## src/rtl/branch_pkg.sv

```systemverilog
// rtl/branch_pkg.sv - shared BTB geometry, counter encodings and entry type
package branch_pkg;

    localparam int BTB_ENTRIES_DEF = 16;
    localparam int TAG_MAX_BITS    = 30;

    localparam logic [1:0] CTR_SNT = 2'b00;
    localparam logic [1:0] CTR_WNT = 2'b01;
    localparam logic [1:0] CTR_WT  = 2'b10;
    localparam logic [1:0] CTR_ST  = 2'b11;

    // Tag field sized for the smallest table; narrower tags are zero-extended.
    typedef struct packed {
        logic                    valid;
        logic [TAG_MAX_BITS-1:0] tag;
        logic [31:0]             target;
        logic [1:0]              ctr;
    } btb_entry_t;

    function automatic int index_bits(input int entries);
        return $clog2(entries);
    endfunction

    function automatic int tag_bits(input int entries);
        return 30 - index_bits(entries);
    endfunction

endpackage

```

## src/rtl/sat_counter2.sv

```systemverilog
// rtl/sat_counter2.sv - 2-bit saturating branch counter next-state logic
module sat_counter2
    import branch_pkg::*;
(
    input  logic [1:0] i_ctr,
    input  logic       i_taken,
    output logic [1:0] o_next_ctr
);

    always_comb begin
        o_next_ctr = i_ctr;
        case (i_ctr)
            CTR_SNT: o_next_ctr = i_taken ? CTR_WNT : CTR_SNT;
            CTR_WNT: o_next_ctr = i_taken ? CTR_WT  : CTR_SNT;
            CTR_WT:  o_next_ctr = i_taken ? CTR_ST  : CTR_WNT;
            default: o_next_ctr = i_taken ? CTR_ST  : CTR_WT;
        endcase
    end

endmodule

```

## src/rtl/branch_predictor.sv

```systemverilog
// rtl/branch_predictor.sv - direct-mapped BTB with 2-bit counters and mispredict redirect
module branch_predictor
    import branch_pkg::*;
#(
    parameter int BTB_ENTRIES = BTB_ENTRIES_DEF
) (
    input  logic        clk,
    input  logic        rst,
    input  logic        fetch_valid,
    input  logic [31:0] fetch_pc,
    output logic        pred_valid,
    output logic        pred_taken,
    output logic [31:0] pred_target,
    input  logic        upd_valid,
    input  logic [31:0] upd_pc,
    input  logic        upd_taken,
    input  logic [31:0] upd_target,
    input  logic        upd_pred_taken,
    input  logic [31:0] upd_pred_target,
    output logic        mispredict,
    output logic [31:0] redirect_pc
);

    localparam int INDEX_BITS = index_bits(BTB_ENTRIES);
    localparam int TAG_BITS   = tag_bits(BTB_ENTRIES);

    btb_entry_t r_btb [BTB_ENTRIES];

    logic        r_pred_valid;
    logic        r_pred_taken;
    logic [31:0] r_pred_target;
    logic        r_mispredict;
    logic [31:0] r_redirect_pc;

    logic [INDEX_BITS-1:0]   w_f_idx;
    logic [TAG_MAX_BITS-1:0] w_f_tag;
    logic                    w_f_hit;
    logic [INDEX_BITS-1:0]   w_u_idx;
    logic [TAG_MAX_BITS-1:0] w_u_tag;
    logic                    w_u_hit;
    logic [1:0]              w_next_ctr;
    logic                    w_mispredict;

    assign w_f_idx = fetch_pc[INDEX_BITS+1:2];
    assign w_f_tag = TAG_MAX_BITS'(fetch_pc[31:32-TAG_BITS]);
    assign w_f_hit = r_btb[w_f_idx].valid && (r_btb[w_f_idx].tag == w_f_tag);

    assign w_u_idx = upd_pc[INDEX_BITS+1:2];
    assign w_u_tag = TAG_MAX_BITS'(upd_pc[31:32-TAG_BITS]);
    assign w_u_hit = r_btb[w_u_idx].valid && (r_btb[w_u_idx].tag == w_u_tag);

    assign w_mispredict = (upd_taken != upd_pred_taken) ||
                          (upd_taken && (upd_target != upd_pred_target));

    sat_counter2 u_sat_counter2 (
        .i_ctr      (r_btb[w_u_idx].ctr),
        .i_taken    (upd_taken),
        .o_next_ctr (w_next_ctr)
    );

    // Lookup reads the array before this edge's update lands, so same-index
    // fetch/update pairs see the old entry.
    always_ff @(posedge clk) begin
        if (rst) begin
            for (int i = 0; i < BTB_ENTRIES; i++) begin
                r_btb[i].valid <= 1'b0;
            end
            r_pred_valid  <= 1'b0;
            r_pred_taken  <= 1'b0;
            r_pred_target <= 32'h0;
            r_mispredict  <= 1'b0;
            r_redirect_pc <= 32'h0;
        end else begin
            r_pred_valid <= fetch_valid;
            if (fetch_valid) begin
                r_pred_taken  <= w_f_hit && r_btb[w_f_idx].ctr[1];
                r_pred_target <= (w_f_hit && r_btb[w_f_idx].ctr[1]) ?
                                 r_btb[w_f_idx].target : fetch_pc + 32'd4;
            end

            r_mispredict <= upd_valid && w_mispredict;
            if (upd_valid && w_mispredict) begin
                r_redirect_pc <= upd_taken ? upd_target : upd_pc + 32'd4;
            end

            if (upd_valid) begin
                if (w_u_hit) begin
                    r_btb[w_u_idx].ctr <= w_next_ctr;
                    if (upd_taken) begin
                        r_btb[w_u_idx].target <= upd_target;
                    end
                end else if (upd_taken) begin
                    r_btb[w_u_idx].valid  <= 1'b1;
                    r_btb[w_u_idx].tag    <= w_u_tag;
                    r_btb[w_u_idx].target <= upd_target;
                    r_btb[w_u_idx].ctr    <= CTR_WT;
                end
            end
        end
    end

    assign pred_valid  = r_pred_valid;
    assign pred_taken  = r_pred_taken;
    assign pred_target = r_pred_target;
    assign mispredict  = r_mispredict;
    assign redirect_pc = r_redirect_pc;

endmodule

```

## config.mk

```make
export PLATFORM = sky130hd
export DESIGN_NAME = branch_predictor
export DESIGN_NICKNAME = d
export VERILOG_FILES = /design/src/rtl/branch_pkg.sv /design/src/rtl/sat_counter2.sv /design/src/rtl/branch_predictor.sv
export SDC_FILE = /design/constraint.sdc
export NUM_CORES = 1
export LEC_CHECK = 0
export CORE_UTILIZATION = 50
export DETAILED_ROUTE_END_ITERATION = 10
export GPL_ROUTABILITY_DRIVEN = 0
export HOLD_SLACK_MARGIN = 0.08
export MAX_ROUTING_LAYER = met4
export PLACE_DENSITY = 0.69
export SYNTH_ARGS = -nofsm -noshare
export SYNTH_HDL_FRONTEND = slang
export SYNTH_HIERARCHICAL = 1
export SYNTH_SLANG_ARGS = --single-unit
export TNS_END_PERCENT = 50
```

## constraint.sdc

```tcl
create_clock -name clk -period 6.95 [get_ports clk]
set_input_delay 2.085 -clock clk [delete_from_list [all_inputs] [get_ports clk]]
set_output_delay 2.085 -clock clk [all_outputs]
set_load 0.005 [all_outputs]
```

==> impl_metrics.ini, run 1 <==
[synth]
synth_cell_types = 63
synth_compound_area_share_pct = 2.44
synth_top_family_by_area = multiplexers
syn_inst = 2407
synth_largest_area_cell = edfxtp_1
async_flop_share_pct = 0
synth_top_cell_area_share_pct = 63.0
syn_area_um2 = 45800
synthMuxAreaShare_pct = 21.9
yosysSeqAreaShare_pct = 66.6
synth_xor_area_share_pct = 2.70
synth_area_leaders = edfxtp_1 63%, mux4_2 20%, dfxtp_1 3.6%
avgSynthCellArea_um2 = 19.0
synthAdderAreaFrac_pct = 0.186
synth-edff-count = 960
syn_nets = 2546
yosysWarnings = 6
synth_simple_gate_area_share_pct = 4.35
ys_ff_latch = 1043
ys.flop_type = edfxtp_1

[clocking]
clock_sinks = 1043
post_cts_resized = 0
cts_tree = yes
htreeDepth = 3
clkTransAtPathRegs_ns = 0.06
clock_latency_ns = 0.71
cts_hold_buffers = 0
clockBufferDepth = 3
cts_made_buffers = 103
cts_setup_buffers = 0
cts-root-buf = clkbuf_16

[sta]
worst_slack_ns = 1.15
slew_headroom_pct = 8.69
fin_tns_setup_ns = 0
setup_viol = 0
finalCritPeriodShare_pct = 83.4
rsz0062_at_grt = false
tightest_slew_ns = 1.36
clock_skew_ns = 0.0478
period_needed_ns = 5.80
timing.fmax_mhz = 172
hold_viol = 0
drv_slew = 0

[routing]
drc = 0
drtPass1Iterations = 6
drt_iter0_markers = 3589
viasPerCell = 6.62
drt_wl_total_mm = 129
vias = 25900
postRouteAntennaNets = 0
wl_per_cell_um = 33.1

[grt]
grt.overflow.total = 0
grt_antenna_before_repair = 4
grt_max_degree = 101
grt_pass1_wl_mm = 186
grt.total_usage_pct = 28.9
first_global_vias = 26200

[min_path]
hold_start = pred_taken
worstHoldPathCells = 2
min_path_type = reg -> reg

[setup_path]
reg2regPathDepth = 9
crit_type = in -> reg
crit_start = upd_pc[2]
crit_path_max_fanout = 39
endpoint_kind = flip-flop
r2r-start = r_btb[11][39]
cp-start-kind = input port
required_ns = 7.21
critPathArrivalTime_ns = 6.06

[pwr]
powerDensity_nw_per_um2 = 259
p_int_mw = 10.6
power_frac_clock_pct = 41.0
combPwrFrac_pct = 8.2
seqPwrFrac_pct = 50.8
swShare_pct = 22.5
switching_power_mw = 3.08
ir_drop_v = 0.000200
p_leak_nw = 16.9

[die]
ios = 201
die_w_um = 305
core_um2 = 90300
fp.dieH_um = 305
num_rows = 110
start_util_pct = 50.7
dieArea_um2 = 92800

[flow_run]
maxCapViolCount = 0

[place]
post-place-ws_ns = 0.534
portBuffers = 200
post-dp-hpwl_mm = 79.0

[layout]
syn2layout_area_growth_pct = 15.2
drive_above_1_share_pct = 26.3
nNetsFinal = 2785

[run_status]
status = finished clean
[worst paths after layout]
path | endpoint | slack (ns)
min | pred_taken | 0.47
max | r_btb[8][53] | 1.15
min reg2reg | pred_taken | 0.47
max reg2reg | r_btb[8][53] | 2.95
[cells in the final DEF, fill, tap and decap left out, types with 12 or more instances in the layout]
cell	instances
nor2_1	114
clkinv_2	22
a221o_1	18
clkbuf_16	106
nand4_1	28
mux2_2	12
clkdlybuf4s50_1	190
o21ai_0	49
clkinv_1	18
mux4_2	401
dfxtp_1	83
nor4_1	25
xor2_1	74
and2_1	14
edfxtp_1	960
a21o_1	17
buf_4	84
and4_1	17
xnor2_1	67
clkbuf_1	20
mux2i_1	88
and2_2	12
nand3_1	27
and3_1	12
nand2_1	89
[cell usage after synthesis (all sizes together) (12+ instances only)]
library cell and n:
xnor2 67, clkbuf 62, a21o 17, mux2 12, o21ai 50, dfxtp 83, nand4 28, nor4 28
edfxtp 960, nor2 122, a221o 18, and3 14, and4 17, mux2i 88, xor2 74, nand3 27
mux4 401, nand2 89, buf 94, inv 13, and2 36
[power by group through the flow]
stage	sequential [mW]	combinational, mW	clock, mW
global placement	7.08	1.10	0
finish	6.95	1.12	5.60
detailed placement	7.09	1.12	0
floorplan	7.07	0.615	0
global route	6.96	1.18	5.89
CTS	6.95	1.12	5.67
[worst max-delay path: stages]
cell and delay (ns):
clkbuf_8 0.46, buf_12 0.28, mux4_2 0.52, mux4_2 0.50, xnor2_1 0.18, nand4_1 0.30
nor4_2 0.54, buf_4 0.22, nand3_1 0.09, buf_4 0.26, and2_2 0.53
[routing by layer]
layer	vias to the layer above	GRT usage, %	wire length [um]
li1	10500	-	-
met1	13600	39.8	50400
met2	1579	43.9	61300
met3	206	6.00	13900
met4	0	8.50	3520
met5	-	-	0
[flip-flops by register name, summed over array words and instances (netlist names)]
register and count:
r_btb 976, pred_target 32, redirect_pc 32, mispredict 1, pred_taken 1, pred_valid 1
[final cells by class]
cell class	count	area, um2
timing repair buffer	290	2750
clock inverter	56	583
antenna	2	5.00
inverter	16	62.6
multi-input combinational	1192	14600
tap	1176	1470
fill	6565	37500
sequential	1043	30500
clock buffer	133	2820
[logic make-up (layout without fill, tap and decap cells)]
family | count (synthesis) | after routing
DFF | 1043 | 1043
AOI/OAI and AO/OA | 150 | 150
xor gates and xnor gates | 141 | 141
buffers and inverters | 172 | 495
muxes | 501 | 501
and+or+nand+nor | 393 | 393
adders and majority gates | 7 | 7
other | 0 | 2
[through the flow]
stage / util (%) / instances / hold WS [ns] / power, mW / cell area (um2)
floorplan: - / 2407 / 0.443 / 7.69 / 45800
global placement: 54.6 / 3717 / 0.457 / 8.18 / 49300
detailed placement: 54.6 / 3717 / 0.459 / 8.20 / 49300
CTS: 58.4 / 3906 / 0.468 / 13.7 / 52700
global route: 58.4 / 3908 / 0.482 / 14.0 / 52700
finish: 58.4 / 3908 / 0.470 / 13.7 / 52700
No activity file was read; power rests on OpenSTA's default activity.
==> run 2: changes to the inputs <==
clock period = 6.05 ns   (was 6.95 ns; I/O delays follow)
==> run 2 against run 1 <==
- clock skew down 0.021 ns
- count of clock-buffer cells in the layout up 19
- total power grew 16%
- combinational power is 18% higher
- critical path depth did not move
- worst setup slack worse by 0.16 ns
- sequential cell count unchanged
==> impl_metrics.ini, run 2 (synthesized netlist as in run 1, its figures left out) <==
[die]
ios = 201
start_util_pct = 50.7
die_w_um = 305
core_um2 = 90300
dieArea_um2 = 92800
num_rows = 110
fp.dieH_um = 305

[routing]
vias = 26300
wl_per_cell_um = 33.8
viasPerCell = 6.66
drt_wl_total_mm = 133
drtPass1Iterations = 5
postRouteAntennaNets = 0
drc = 0
drt_iter0_markers = 3759

[grt]
first_global_vias = 26600
grt_antenna_before_repair = 1
grt_pass1_wl_mm = 191
grt.total_usage_pct = 29.8
grt_max_degree = 126
grt.overflow.total = 0

[run_status]
status = finished clean

[sta]
hold_viol = 0
rsz0062_at_grt = false
worst_slack_ns = 0.993
fin_tns_setup_ns = 0
clock_skew_ns = 0.0265
drv_slew = 0
finalCritPeriodShare_pct = 83.6
setup_viol = 0
tightest_slew_ns = 1.04
timing.fmax_mhz = 198
period_needed_ns = 5.06
slew_headroom_pct = 30.2

[min_path]
holdPathEnd = pred_taken
min_path_type = reg -> reg
worstHoldPathCells = 2
hold_start = pred_taken

[clocking]
cts_made_buffers = 105
cts_tree = yes
cts-root-buf = clkbuf_16
cts_setup_buffers = 0
clock_sinks = 1043
clockBufferDepth = 3
cts_hold_buffers = 0
htreeDepth = 3
post_cts_resized = 0
clock_latency_ns = 0.70
clkTransAtPathRegs_ns = 0.06

[place]
post-dp-hpwl_mm = 82.2
post-place-ws_ns = 0.359
dp.cells = 3751
portBuffers = 200

[pwr]
power_mw = 15.8
ir_drop_v = 0.000227
powerDensity_nw_per_um2 = 297
p_leak_nw = 17.1

[layout]
final_cell_mix = 960 x edfxtp_1, 401 x mux4_2, 190 x clkdlybuf4s50_1
fillCellCount = 6496
drive_above_1_share_pct = 27.0
post-route-util_pct = 58.9
seqCellArea_um2 = 30500
finalNonFillerCells = 3951
nNetsFinal = 2821
top_register = r_btb
largest_reg_flops = 976
layout_commonest_cell = edfxtp_1
syn2layout_area_growth_pct = 16.1
multi_input_area_um2 = 14600

[setup_path]
ff2ff_setup_slack_ns = 2.42
reg2regPathDepth = 9
cp-start-kind = input port
crit_path_max_fanout = 66
r2r_end = r_btb[9][0]
r2r-start = r_btb[0][34]
critPathArrivalTime_ns = 5.69
required_ns = 6.69
crit_type = in -> reg
endpoint_kind = flip-flop

[flow_run]
maxCapViolCount = 0
run 2: layout make-up:
type / count / share of cell area, %
Clock buffer: 152 / 5.56
Sequential cell: 1043 / 57.4
Tap cell: 1176 / 2.77
Multi-Input combinational cell: 1192 / 27.4
Antenna cell: 2 / 0.00942
Timing Repair Buffer: 324 / 5.85
Inverter: 16 / 0.118
Clock inverter: 46 / 0.935
run 2: how the worst max path moves through the flow:
stage	start	endpoint	slack [ns]
after global placement	fetch_pc[2]	pred_target[12]	0.41
after detailed placement	upd_pc[2]	r_btb[9][0]	0.36
final	fetch_pc[2]	pred_target[12]	0.99
after global routing	fetch_pc[2]	pred_target[12]	0.82
after floorplan	upd_pc[2]	r_btb[14][34]	0.31
after CTS	upd_pc[2]	r_btb[9][0]	1.05
run 2: power by group:
part           leakage (nW)  total [mW]  switching, mW  internal (mW)
sequential             9.32        7.99         0.0429           7.95
combinational          6.15        1.32          0.737          0.586
clock                  1.67        6.50           2.79           3.71
total                  17.1        15.8           3.56           12.2
run 2: layer usage:
layer,wire length (um),vias up,track usage (%)
met5,0,-,-
met4,4110,0,9.44
met3,14400,233,6.11
met2,63200,1717,45.3
met1,51700,13800,40.6
li1,-,10500,-
run 2: worst max-delay path, stage by stage:
cell	delay [ns]
buf_8	0.47
buf_4	0.33
mux4_2	0.52
mux2i_1	0.16
mux2i_1	0.23
xnor2_1	0.28
nand4_1	0.16
or4_1	0.57
buf_4	0.24
nor4_1	0.54
a221o_1	0.19
run 2: through the flow:
stage	area (um2)	hold WS [ns]
6_report	53200	0.470
3_3_place_gp	49700	0.454
2_1_floorplan	45800	0.443
4_1_cts	53100	0.473
5_1_grt	53100	0.499
3_5_place_dp	49700	0.463
